**src/rtl/dc_motor_encoder_reader_pkg.sv**
```systemverilog
// Register map and defaults shared by the motor PWM driver and the encoder reader.
// Both blocks use the same 2-bit Avalon-MM register index style.
package dc_motor_encoder_reader_pkg;

    // Encoder reader registers
    localparam logic [1:0] REG_POSITION = 2'd0;
    localparam logic [1:0] REG_SPEED    = 2'd1;
    localparam logic [1:0] REG_CONTROL  = 2'd2;
    localparam logic [1:0] REG_STATUS   = 2'd3;

    // PWM driver registers
    localparam logic [1:0] PWM_REG_PERIOD  = 2'd0;
    localparam logic [1:0] PWM_REG_DUTY    = 2'd1;
    localparam logic [1:0] PWM_REG_CONTROL = 2'd2;
    localparam logic [1:0] PWM_REG_STATUS  = 2'd3;

    localparam int CTRL_ENABLE  = 0;
    localparam int CTRL_DIR_INV = 1;
    localparam int CTRL_POS_CLR = 2;

    localparam int STAT_ERR   = 0;
    localparam int STAT_VALID = 1;

    localparam int DEF_FILTER_LEN    = 4;
    localparam int DEF_SAMPLE_CYCLES = 500000;

    typedef struct packed {
        logic dir_inv;
        logic enable;
    } ctrl_t;

    typedef struct packed {
        logic valid;
        logic err;
    } status_t;

endpackage

```
**src/rtl/dc_motor_encoder_reader_phase_filter.sv**
```systemverilog
// One encoder phase: 2-FF synchroniser followed by a FILTER_LEN run-length level filter.
module encoder_phase_filter #(
    parameter int FILTER_LEN = 4
) (
    input  logic clk,
    input  logic reset_n,
    input  logic raw_i,
    output logic level_o
);
    localparam int CW = (FILTER_LEN > 1) ? $clog2(FILTER_LEN) : 1;
    localparam logic [CW-1:0] LAST = CW'(FILTER_LEN - 1);

    logic          sync1_q, sync2_q;
    logic          level_q, level_d;
    logic [CW-1:0] cnt_q, cnt_d;

    // cnt_q counts the current run of samples that disagree with the accepted level
    always_comb begin
        level_d = level_q;
        cnt_d   = '0;
        if (sync2_q != level_q) begin
            if (cnt_q == LAST) level_d = sync2_q;
            else               cnt_d   = cnt_q + CW'(1);
        end
    end

    always_ff @(posedge clk or negedge reset_n) begin
        if (!reset_n) begin
            sync1_q <= 1'b0;
            sync2_q <= 1'b0;
            level_q <= 1'b0;
            cnt_q   <= '0;
        end else begin
            sync1_q <= raw_i;
            sync2_q <= sync1_q;
            level_q <= level_d;
            cnt_q   <= cnt_d;
        end
    end

    assign level_o = level_q;

endmodule

```
**src/rtl/dc_motor_encoder_reader.sv**
```systemverilog
// x4 quadrature decoder with signed position, windowed speed and an Avalon-MM register file.
module dc_motor_encoder_reader
    import dc_motor_encoder_reader_pkg::*;
#(
    parameter int FILTER_LEN    = DEF_FILTER_LEN,
    parameter int SAMPLE_CYCLES = DEF_SAMPLE_CYCLES
) (
    input  logic        clk,
    input  logic        reset_n,
    input  logic        s_cs,
    input  logic [1:0]  s_address,
    input  logic        s_write,
    input  logic [31:0] s_writedata,
    input  logic        s_read,
    output logic [31:0] s_readdata,
    input  logic        ENC_A,
    input  logic        ENC_B,
    output logic        speed_valid
);
    localparam int WW = $clog2(SAMPLE_CYCLES);
    localparam logic [WW-1:0] WIN_LAST = WW'(SAMPLE_CYCLES - 1);

    logic          filt_a, filt_b;
    logic [1:0]    ab_cur, ab_prev_q;
    logic [31:0]   raw_step, step;
    logic          illegal, wr, rd, tc;
    logic [31:0]   pos_q, pos_d, speed_q, speed_d, acc_q, acc_d, rdata_q, rdata_d;
    logic [WW-1:0] win_q, win_d;
    ctrl_t         ctrl_q, ctrl_d;
    status_t       stat_q, stat_d;
    logic [1:0]    stat_clr;
    logic          svld_q;

    encoder_phase_filter #(.FILTER_LEN(FILTER_LEN)) u_filt_a (
        .clk(clk), .reset_n(reset_n), .raw_i(ENC_A), .level_o(filt_a)
    );
    encoder_phase_filter #(.FILTER_LEN(FILTER_LEN)) u_filt_b (
        .clk(clk), .reset_n(reset_n), .raw_i(ENC_B), .level_o(filt_b)
    );

    assign ab_cur = {filt_a, filt_b};

    // Gray sequence 00->01->11->10->00 is forward
    always_comb begin
        raw_step = '0;
        illegal  = 1'b0;
        case ({ab_prev_q, ab_cur})
            4'b00_01, 4'b01_11, 4'b11_10, 4'b10_00: raw_step = 32'd1;
            4'b00_10, 4'b10_11, 4'b11_01, 4'b01_00: raw_step = '1;
            4'b00_11, 4'b11_00, 4'b01_10, 4'b10_01: illegal  = 1'b1;
            default: ;
        endcase
    end

    always_comb begin
        wr       = s_cs & s_write;
        rd       = s_cs & s_read & ~s_write;
        step     = ctrl_q.enable ? (ctrl_q.dir_inv ? -raw_step : raw_step) : '0;
        tc       = ctrl_q.enable && (win_q == WIN_LAST);
        stat_clr = (wr && s_address == REG_STATUS) ? s_writedata[1:0] : 2'b00;

        pos_d = pos_q + step;
        if (wr && s_address == REG_POSITION)
            pos_d = s_writedata;
        else if (wr && s_address == REG_CONTROL && s_writedata[CTRL_POS_CLR])
            pos_d = '0;

        ctrl_d = ctrl_q;
        if (wr && s_address == REG_CONTROL)
            ctrl_d = ctrl_t'(s_writedata[1:0]);

        // The speed window still counts a step that a POSITION write overrode
        speed_d = speed_q;
        acc_d   = '0;
        win_d   = '0;
        if (ctrl_q.enable) begin
            if (tc) begin
                speed_d = acc_q + step;
            end else begin
                acc_d = acc_q + step;
                win_d = win_q + WW'(1);
            end
        end

        stat_d.err   = (stat_q.err   & ~stat_clr[STAT_ERR])   | illegal;
        stat_d.valid = (stat_q.valid & ~stat_clr[STAT_VALID]) | tc;

        rdata_d = rdata_q;
        if (rd) begin
            case (s_address)
                REG_POSITION: rdata_d = pos_q;
                REG_SPEED:    rdata_d = speed_q;
                REG_CONTROL:  rdata_d = {30'b0, ctrl_q};
                default:      rdata_d = {30'b0, stat_q};
            endcase
        end
    end

    always_ff @(posedge clk or negedge reset_n) begin
        if (!reset_n) begin
            ab_prev_q <= 2'b00;
            pos_q     <= '0;
            speed_q   <= '0;
            acc_q     <= '0;
            win_q     <= '0;
            ctrl_q    <= '0;
            stat_q    <= '0;
            rdata_q   <= '0;
            svld_q    <= 1'b0;
        end else begin
            ab_prev_q <= ab_cur;
            pos_q     <= pos_d;
            speed_q   <= speed_d;
            acc_q     <= acc_d;
            win_q     <= win_d;
            ctrl_q    <= ctrl_d;
            stat_q    <= stat_d;
            rdata_q   <= rdata_d;
            svld_q    <= tc;
        end
    end

    assign s_readdata  = rdata_q;
    assign speed_valid = svld_q;

endmodule

```
**config.mk**
```make
export PLATFORM = sky130hd
export DESIGN_NAME = dc_motor_encoder_reader
export DESIGN_NICKNAME = d
export VERILOG_FILES = /design/src/rtl/dc_motor_encoder_reader_pkg.sv /design/src/rtl/dc_motor_encoder_reader_phase_filter.sv /design/src/rtl/dc_motor_encoder_reader.sv
export SDC_FILE = /design/constraint.sdc
export NUM_CORES = 1
export LEC_CHECK = 0
export BUFFER_PORTS_ARGS = -buffer_cell sky130_fd_sc_hd__buf_2
export CORE_UTILIZATION = 60
export CTS_CLUSTER_SIZE = 8
export DETAILED_ROUTE_END_ITERATION = 10
export PLACE_DENSITY = 0.92
export SKIP_CTS_REPAIR_TIMING = 1
export SLEW_MARGIN = 0
export SYNTH_ARGS = -nofsm -noshare
export SYNTH_HDL_FRONTEND = slang
export SYNTH_SLANG_ARGS = --single-unit
```
**constraint.sdc**
```tcl
create_clock -name clk -period 5.4 [get_ports clk]
set_clock_uncertainty 0.2 [all_clocks]
set_input_delay 1.08 -clock clk [delete_from_list [all_inputs] [get_ports clk]]
set_output_delay 1.08 -clock clk [all_outputs]
set_load 0.01 [all_outputs]
```
==> out/metrics.cfg, run 1 <==
[run_status]
run_status=finished, final reports clean

[critical_path]
setup.worst_path.end_class=register
timing.critical_path.from_type=register
cp_slowest_cell=dfrtp_1
path_buf_inv=1
critical_path.reg2reg.endpoint=speed_q[25]$_DFFE_PN0P_
cp_data_arrival_time_ps=4580
worst_path_dominant_cell_family=compound AO/OA/AOI/OAI gates
r2r_slack_ps=920
criticalPathCategory=register to register
r2r.worst_path.cells=15
critPathMaxStageDelay_ps=460
cp_cell_sequence=xor2_2, or3_1, nand2_2, buf_12, ha_1, a21o_1, a21oi_1, o21ai_0, o21ai_0, o21a_1, o21a_1, o21ai_2, a21oi_1, xor2_1, o21ai_1
r2r-start=u_filt_a.level_o$_DFFE_PN0P_
critPathRequiredTime_ps=5500
largest_fanout_of_any_net_on_the_critical_path=52

[place]
placement_stage_cell_area_mm2=0.0102
port-buffer-count=73
place.gp.congestion=0.958
place_hpwl_um=16200
placed_cells=1238

[min_path]
hold_path_class=register to register
hold-path-endpoint=u_filt_b.sync2_q$_DFF_PN0_
holdCritStartpoint=u_filt_b.sync1_q$_DFF_PN0_
worst_hold_path.num_cells=0

[drt]
detailroute.via_count=8044
ant_nets=0
drcViolationCount=0
finalWirelength_um=24100
drt_pre_antenna_iters=5
routedWlPerCell_um=19.0
post_drt_via_cell_ratio=6.33
detail_route.iter0.violations=510

[synth]
yosys.area.top_type_share_pct=42.7
synth_top_cells_by_count=dfrtp_1 (164), nand2_1 (111), nor2_1 (73)
ys_warn_count=0
synth-edff-count=0
post_synth.cell_area_avg_um2=9.79
synth_cells=982
synth_ff_type=dfrtp_1
async_flop_share_pct=100
syn_nets=1088
synth_area_mm2=0.00961
cell_taking_the_most_area_after_synthesis=dfrtp_1
yosysSeqAreaShare_pct=42.7
synth.area.top_cells=dfrtp_1 (43%), ha_1 (8.5%), nand2_1 (4.3%)
synth-seq-cells=164
yosys.cell_types.count=69
most_used_standard_cell_by_instance_count_after_synthesis=dfrtp_1

[clocking]
cts_tree=built
path_clk_slew_ps=70
ctsHtreeMaxLevel=4
tritoncts_num_sinks=164
clk-insertion-delay-late_ps=440
cts-buffers-inserted=17
ctsLongestPathBuffers=2
clock-root-buffer=clkbuf_16

[pwr]
cell_internal_power_mw=3.65
clockPowerShare_pct=20.6
max-vdd-ir-drop_uv=370
netSwitchingPower_mw=2.58
power.sequential.fraction_pct=28.7
share_comb_of_total_power_pct=50.7
p_per_area_mw_per_mm2=575
switching_share_pct=41.4
total_leakage_power_nw=5.38
fin_total_pwr_mw=6.23

[floorplan]
dieHeight_um=129
initial_core_utilization_pct=62.3
row_cnt=45
pin_count=74
core_area_mm2=0.0154
die_w_um=129
die_outline_area_mm2=0.0165

[global_routing]
gr-usage-all-layers_pct=31.0
grt_first_pass_wirelength_um=39700
grt_util_met2_pct=51.9
first_global_vias=8286
grt-busiest-layer=met2
globalRouteMet3Util_pct=7.07
grt.overflow.total=0
grt_antenna_before_repair=0
pin_count_of_the_biggest_net_entering_global_routing=78
grt_met1_use_pct=38.1

[timing]
slew_headroom_pct=40.9
finalHoldWorstSlack_ps=231
finalCritPeriodShare_pct=82.9
slew_violations=0
setup_total_negative_slack_ps=0
setup_violations=0
rsz0062_at_grt=false
final-hold-violation-count=0
worst_slew_pin_slew_ps=887
fmaxAchievable_mhz=223
period_needed_ps=4480

[layout]
n_fill_cell=1077
areaGrowthSynthToFinish_pct=12.7
antenna_cells=0
final-instance-count-excl-fill=1270
final_area_mm2=0.0108
final_nets=1152
drive_gt1_share_pct=14.1

[job]
cap_viol_max_count=0

-- placed cells by master (no fill, tap or decap), types with 4 or more instances in the layout --
cell type / Yosys / routed
mux2i_1: 30 / 30
o21ai_0: 42 / 42
dfrtp_1: 164 / 164
a221oi_1: 4 / 4
a21oi_1: 67 / 67
ha_1: 65 / 65
nand3_1: 17 / 17
nand4_1: 11 / 11
inv_1: 13 / 13
o31ai_1: 32 / 32
nor3_1: 18 / 17
and2_1: 5 / 5
and3_1: 13 / 13
and4_1: 4 / 4
o211ai_1: 10 / 10
xnor2_1: 36 / 36
o21bai_1: 6 / 6
buf_4: 0 / 10
nand2_1: 111 / 110
o21a_1: 12 / 12
nand2b_1: 5 / 5
a21o_1: 32 / 32
a211oi_1: 4 / 4
xor2_1: 41 / 41
nor2_1: 73 / 73
o21ai_1: 17 / 16
mux2_2: 6 / 6
or3_1: 6 / 6
a22o_1: 28 / 28
a32o_1: 4 / 4
nor2b_1: 9 / 9
or2_2: 4 / 4
clkinv_4: 0 / 4
clkbuf_16: 0 / 17
buf_2: 0 / 72
nand3b_1: 6 / 6
-- area by class of cell --
type / count / area (µm²) / area share, %
Inverter: 13 / 48.8 / 0.451
Clock buffer: 19 / 453 / 4.18
Multi-Input combinational cell: 766 / 5320 / 49.1
Clock inverter: 13 / 171 / 1.58
Timing Repair Buffer: 84 / 467 / 4.31
Sequential cell: 164 / 4100 / 37.9
Tap cell: 211 / 264 / 2.44
-- metrics by stage --
step	util, %	worst slack, ps
floorplan	-	448
global placement	66.1	1210
detailed placement	66.1	1050
CTS	70.2	1000
global route	70.2	724
finish	70.2	921
-- power groups by stage --
stage	Clock [mW]	Combinational, mW	Sequential (mW)
6_report	1.28	3.16	1.79
3_5_place_dp	0	3.04	1.80
3_3_place_gp	0	2.92	1.78
4_1_cts	1.29	3.11	1.78
2_1_floorplan	0	2.38	1.75
5_1_grt	1.36	3.48	1.81
-- registers in the layout (all words and copies together) (netlist names) --
signal / cells
pos_q: 32
u_filt_a.level_o: 1
ab_prev_q: 2
u_filt_a.sync2_q: 1
u_filt_b.sync2_q: 1
acc_q: 32
stat_q: 2
win_q: 19
s_readdata: 32
u_filt_a.sync1_q: 1
speed_q: 32
speed_valid: 1
u_filt_b.level_o: 1
u_filt_a.cnt_q: 2
ctrl_q: 2
u_filt_b.sync1_q: 1
u_filt_b.cnt_q: 2
-- cell families after synthesis --
logic type	Yosys count	share of synthesized area [%]
and+or+nand+nor	293	14.3
AOI/OAI and AO/OA	289	20.6
DFF	164	42.7
xor gates and xnor gates	79	7.36
adders and majority gates	66	8.57
buffers and inverters	52	2.03
muxes	39	4.41
-- metal layers --
metal,vias up,part of all wire (%)
met4,0,3.5
met1,3939,41
li1,3707,-
met3,71,6.3
met5,-,0
met2,327,49
-- worst max-delay path by stage --
| stage | from | endpoint | slack [ps] | cells after the start |
|---|---|---|---|---|
| 2_1_floorplan | u_filt_b.level_o$_DFFE_PN0P_ | speed_q[19]$_DFFE_PN0P_ | 450 | 14 |
| 3_3_place_gp | u_filt_b.level_o$_DFFE_PN0P_ | pos_q[24]$_DFF_PN0_ | 1210 | 15 |
| 3_5_place_dp | u_filt_a.level_o$_DFFE_PN0P_ | pos_q[24]$_DFF_PN0_ | 1050 | 15 |
| 4_1_cts | u_filt_a.level_o$_DFFE_PN0P_ | speed_q[23]$_DFFE_PN0P_ | 1000 | 15 |
| 5_1_grt | u_filt_b.level_o$_DFFE_PN0P_ | speed_q[25]$_DFFE_PN0P_ | 720 | 15 |
| 6_report | u_filt_a.level_o$_DFFE_PN0P_ | speed_q[25]$_DFFE_PN0P_ | 920 | 15 |
No activity file was read; power rests on OpenSTA's default activity.
==> run 2, diff against run 1 <==
Settings changed: CORE_UTILIZATION 60 to 55, PLACE_DENSITY 0.92 to 0.89.
Clock period 5.4 ns to 3.8 ns, I/O delays scaled along.
==> out/metrics.cfg, run 2 (same netlist as run 1, synthesis figures left out) <==
[job]
cap_viol_max_count=0  ; unchanged

[timing]
slew_violations=0  ; unchanged
finalCritPeriodShare_pct=103  ; +20 points
period_needed_ps=3910  ; -572 ps
rsz0062_at_grt=true
setup_violations=8  ; +8
slew_headroom_pct=46.1  ; +5.2 points
worst_slew_pin_slew_ps=809  ; -78.0 ps
fmaxAchievable_mhz=256  ; +15%
final-hold-violation-count=0  ; unchanged
final_critical_path_setup_slack_ps=-107  ; -1030 ps

[place]
placed_cells=1275  ; +3.0%
dp_slack_ps=-96.9  ; -1150 ps
place.gp.congestion=0.959  ; +0.10%
place_hpwl_um=16500  ; +2.2%
port-buffer-count=73  ; unchanged

[run_status]
run_status=finished with violations
violations_in_the_final_reports=setup timing

[floorplan]
die_outline_area_mm2=0.0180  ; +9.0%
pin_count=74  ; unchanged
row_cnt=47  ; +4.4%
initial_core_utilization_pct=57.1  ; -5.2 points
die_w_um=134  ; +4.4%
dieHeight_um=134  ; +4.4%
core_area_mm2=0.0168  ; +9.0%

[layout]
drive_gt1_share_pct=23.6  ; +9.5 points
layout.core_utilization_pct=69.4  ; -0.77 points
area_occupied_by_multi_input_gates_mm2=0.00582  ; +9.4%
layout_commonest_cell=dfrtp_1
seqCellArea_mm2=0.00411  ; about the same
final-instance-count-excl-fill=1322  ; +4.1%
mostFrequentLayoutCells=dfrtp_1 (163), nand2_1 (110), buf_2 (72), nor2_1 (70), ha_1 (51)
antenna_cells=0  ; unchanged
final_nets=1195  ; +3.7%
n_fill_cell=1103  ; +2.4%
areaGrowthSynthToFinish_pct=21.5

[drt]
drt_pre_antenna_iters=6  ; +1
drcViolationCount=0  ; unchanged
post_drt_via_cell_ratio=6.44  ; +1.7%
routedWlPerCell_um=20.7  ; +9.0%
detailroute.via_count=8518  ; +5.9%
finalWirelength_um=27300  ; +13%
detail_route.iter0.violations=881  ; +73%
ant_nets=0  ; unchanged

[global_routing]
grt_antenna_before_repair=0  ; unchanged
pin_count_of_the_biggest_net_entering_global_routing=74  ; -5.1%
first_global_vias=7938  ; -4.2%
gr-usage-all-layers_pct=27.8  ; -3.2 points
grt_first_pass_wirelength_um=39100  ; -1.5%
grt.overflow.total=0  ; unchanged

[clocking]
ctsHtreeMaxLevel=4  ; unchanged
clock-root-buffer=clkbuf_16
clk-insertion-delay-late_ps=440  ; about the same
path_clk_slew_ps=70  ; about the same
ctsLongestPathBuffers=2  ; unchanged
tritoncts_num_sinks=164  ; unchanged
cts_tree=built
cts-buffers-inserted=17  ; unchanged

[critical_path]
cp_cell_sequence=nor2b_1, nand3_4, nand2_8, buf_6, ha_1, a21oi_2, o211ai_1, nor3_2, a22o_1, a211oi_2, buf_4, o31ai_4, buf_4, nand2b_1, xor2_1, a22o_1
r2r.worst_path.cells=16  ; +1
path_buf_inv=3  ; +2
criticalPathCategory=register to register
timing.critical_path.from_type=register
setup.worst_path.end_class=register
cp_slowest_cell=dfrtp_1
largest_fanout_of_any_net_on_the_critical_path=5  ; -90%
critPathMaxStageDelay_ps=420  ; -40 ps
critPathRequiredTime_ps=3920  ; -1580 ps
worst_path_dominant_cell_family=compound AO/OA/AOI/OAI gates
cp_data_arrival_time_ps=4030  ; -550 ps
path_depth=16  ; +1

[min_path]
hold_path_class=input pin to asynchronous set/reset pin

[pwr]
total_leakage_power_nw=5.61  ; +4.2%
max-vdd-ir-drop_uv=667  ; +80%
p_per_area_mw_per_mm2=848  ; +47%

[run 2: power by group]
group,total [mW],internal (mW),switching (mW)
clock,1.80,1.06,0.738
sequential,2.57,2.23,0.347
combinational,5.53,2.42,3.11
total,9.91,5.71,4.19
[run 2: cell type report]
class / instances / area share (%)
timing repair buffer: 125 / 6.95
clock buffer: 23 / 4.26
tap: 220 / 2.36
sequential: 164 / 35.2
inverter: 13 / 0.418
multi-input combinational: 768 / 49.8
clock inverter: 9 / 0.997
[run 2: path summary, 6_finish.rpt]
path | startpoint | endpoint | slack (ps)
setup / recovery | ctrl_q[1]$_DFFE_PN0P_ | pos_q[23]$_DFF_PN0_ | -110
hold / removal | reset_n | pos_q[9]$_DFF_PN0_ | 150
setup reg to reg | ctrl_q[1]$_DFFE_PN0P_ | pos_q[23]$_DFF_PN0_ | -110
hold reg to reg | u_filt_b.sync1_q$_DFF_PN0_ | u_filt_b.sync2_q$_DFF_PN0_ | 210
max in group asynchronous | reset_n | speed_q[26]$_DFFE_PN0P_ | 2240
min in group clk | u_filt_b.sync1_q$_DFF_PN0_ | u_filt_b.sync2_q$_DFF_PN0_ | 210
[run 2: stage by stage]
step / power, mW / area (µm²) / TNS [ps] / hold slack, ps
after floorplan: 5.91 / 9660 / -13.1 / 131
after CTS: 9.05 / 11100 / -1040 / 172
after detailed placement: 7.17 / 10500 / -365 / 183
after global placement: 7.00 / 10500 / 0 / 189
after global routing: 10.4 / 11700 / -2580 / 208
final: 9.91 / 11700 / -440 / 146
[run 2: routing by layer]
| metal | vias up | routed length, µm | GRT usage, % | share of wire (%) |
|---|---|---|---|---|
| met4 | 0 | 1070 | 12.0 | 3.9 |
| met2 | 474 | 13500 | 47.0 | 50 |
| met1 | 4154 | 11000 | 35.4 | 40 |
| met3 | 102 | 1720 | 4.38 | 6.3 |
| met5 | - | 0 | 0 | 0 |
| li1 | 3788 | - | - | - |
==> run 3, diff against run 2 <==
Settings changed: CORE_UTILIZATION 55 to 60, PLACE_DENSITY 0.89 to 0.92, SLEW_MARGIN 0 to default.
Clock period 3.8 ns to 3.83 ns, I/O delays scaled along.
==> out/metrics.cfg, run 3 (same netlist as run 1, synthesis figures left out) <==
[run_status]
run_status=finished, final reports clean

[pwr]
max-vdd-ir-drop_uv=664  ; -0.40%
total_leakage_power_nw=5.51  ; -1.9%
fin_total_pwr_mw=9.33  ; -5.8%
p_per_area_mw_per_mm2=830  ; -2.2%

[layout]
final_nets=1179  ; -1.3%
layout.core_utilization_pct=72.8  ; +3.4 points
final-instance-count-excl-fill=1297  ; -1.9%
final_area_mm2=0.0112  ; -3.8%
mostFrequentLayoutCells=dfrtp_1 (164), nand2_1 (110), nor2_1 (73), buf_2 (72)
antenna_cells=0  ; unchanged
n_fill_cell=993  ; -10%
seqCellArea_mm2=0.00410  ; about the same
drive_gt1_share_pct=19.4  ; -4.2 points
layout_commonest_cell=dfrtp_1
areaGrowthSynthToFinish_pct=17.0
area_occupied_by_multi_input_gates_mm2=0.00556  ; -4.4%

[clocking]
clk-insertion-delay-late_ps=440  ; about the same
cts-buffers-inserted=17  ; unchanged
tritoncts_num_sinks=164  ; unchanged
path_clk_slew_ps=70  ; about the same
ctsLongestPathBuffers=2  ; unchanged
clock-root-buffer=clkbuf_16
ctsHtreeMaxLevel=4  ; unchanged
cts_tree=built

[critical_path]
r2r_slack_ps=5  ; +110 ps
largest_fanout_of_any_net_on_the_critical_path=10  ; +5
criticalPathCategory=register to register
r2r.worst_path.cells=14  ; -2
timing.critical_path.from_type=register
critPathRequiredTime_ps=3920  ; about the same
cp_data_arrival_time_ps=3910  ; -120 ps
setup.worst_path.end_class=register

[place]
port-buffer-count=73  ; unchanged
place.gp.congestion=0.952  ; -0.76%
dp_slack_ps=-99.4  ; -2.52 ps
placement_stage_cell_area_mm2=0.0104  ; -0.94%
place_hpwl_um=16600  ; +0.68%
placed_cells=1257  ; -1.4%

[drt]
drcViolationCount=0  ; unchanged
drt_pre_antenna_iters=5  ; -1
detail_route.iter0.violations=713  ; -19%
ant_nets=0  ; unchanged
finalWirelength_um=26700  ; -2.4%
routedWlPerCell_um=20.6  ; -0.56%
post_drt_via_cell_ratio=6.53  ; +1.3%
detailroute.via_count=8467  ; -0.60%

[floorplan]
dieHeight_um=129  ; -4.2%
row_cnt=45  ; -4.3%
die_w_um=129  ; -4.2%
initial_core_utilization_pct=62.3  ; +5.2 points
pin_count=74  ; unchanged
die_outline_area_mm2=0.0165  ; -8.2%
core_area_mm2=0.0154  ; -8.3%

[global_routing]
grt_first_pass_wirelength_um=40100  ; +2.6%
pin_count_of_the_biggest_net_entering_global_routing=90  ; +22%
first_global_vias=8370  ; +5.4%
grt_antenna_before_repair=0  ; unchanged
grt.overflow.total=0  ; unchanged
gr-usage-all-layers_pct=31.2  ; +3.4 points

[timing]
fmaxAchievable_mhz=261  ; +2.1%
worst_slew_pin_slew_ps=830  ; +21.3 ps
finalHoldWorstSlack_ps=197  ; +50.4 ps
setup_violations=0  ; -8
setup_total_negative_slack_ps=0  ; +440 ps
finalCritPeriodShare_pct=99.9  ; -2.9 points
rsz0062_at_grt=true
final-hold-violation-count=0  ; unchanged
slew_headroom_pct=44.7  ; -1.4 points
period_needed_ps=3830  ; -82.1 ps
slew_violations=0  ; unchanged
final_critical_path_setup_slack_ps=4.73  ; +112 ps

[min_path]
hold_path_class=input pin to asynchronous set/reset pin

[job]
cap_viol_max_count=0  ; unchanged

## run 3: cell type report
type                            count  share of cell area (%)
Multi-Input combinational cell    768                    49.5
Clock buffer                       19                    3.94
Clock inverter                     13                    1.32
Inverter                           13                   0.434
Sequential cell                   164                    36.5
Timing Repair Buffer              109                    5.92
Tap cell                          211                    2.35
## run 3: final timing paths
kind,startpoint,end
setup / recovery,u_filt_b.level_o$_DFFE_PN0P_,speed_q[24]$_DFFE_PN0P_
hold / removal,reset_n,s_readdata[7]$_DFFE_PN0P_
setup reg to reg,u_filt_b.level_o$_DFFE_PN0P_,speed_q[24]$_DFFE_PN0P_
hold reg to reg,u_filt_b.sync1_q$_DFF_PN0_,u_filt_b.sync2_q$_DFF_PN0_
max in group asynchronous,reset_n,pos_q[26]$_DFF_PN0_
min in group clk,u_filt_b.sync1_q$_DFF_PN0_,u_filt_b.sync2_q$_DFF_PN0_
## run 3: routing by layer
layer | wire [µm] | global-route usage (%) | up-vias | share of wire (%)
met5 | 0 | 0 | - | 0
li1 | - | - | 3764 | -
met4 | 1350 | 16.0 | 0 | 5.1
met3 | 1970 | 7.07 | 133 | 7.4
met2 | 13300 | 53.6 | 520 | 50
met1 | 10100 | 36.7 | 4050 | 38
## run 3: worst max-delay path, cell delays in order (launching register included)
cell and delay [ps]:
dfrtp_1 410, xnor2_2 170, or3_4 490, nand2_4 190
ha_1 300, a21o_1 190, a21o_1 170, a21oi_1 150
o211ai_1 180, a211o_1 350, a211oi_2 280, o21ai_1 100
a21o_1 210, xnor2_2 190, o21ai_1 90
## run 3: where the power goes
group / total [mW] / leakage [nW] / switching, mW / internal [mW]
clock: 1.74 / 0.286 / 0.753 / 0.988
combinational: 5.04 / 3.05 / 2.88 / 2.16
sequential: 2.54 / 2.17 / 0.336 / 2.21
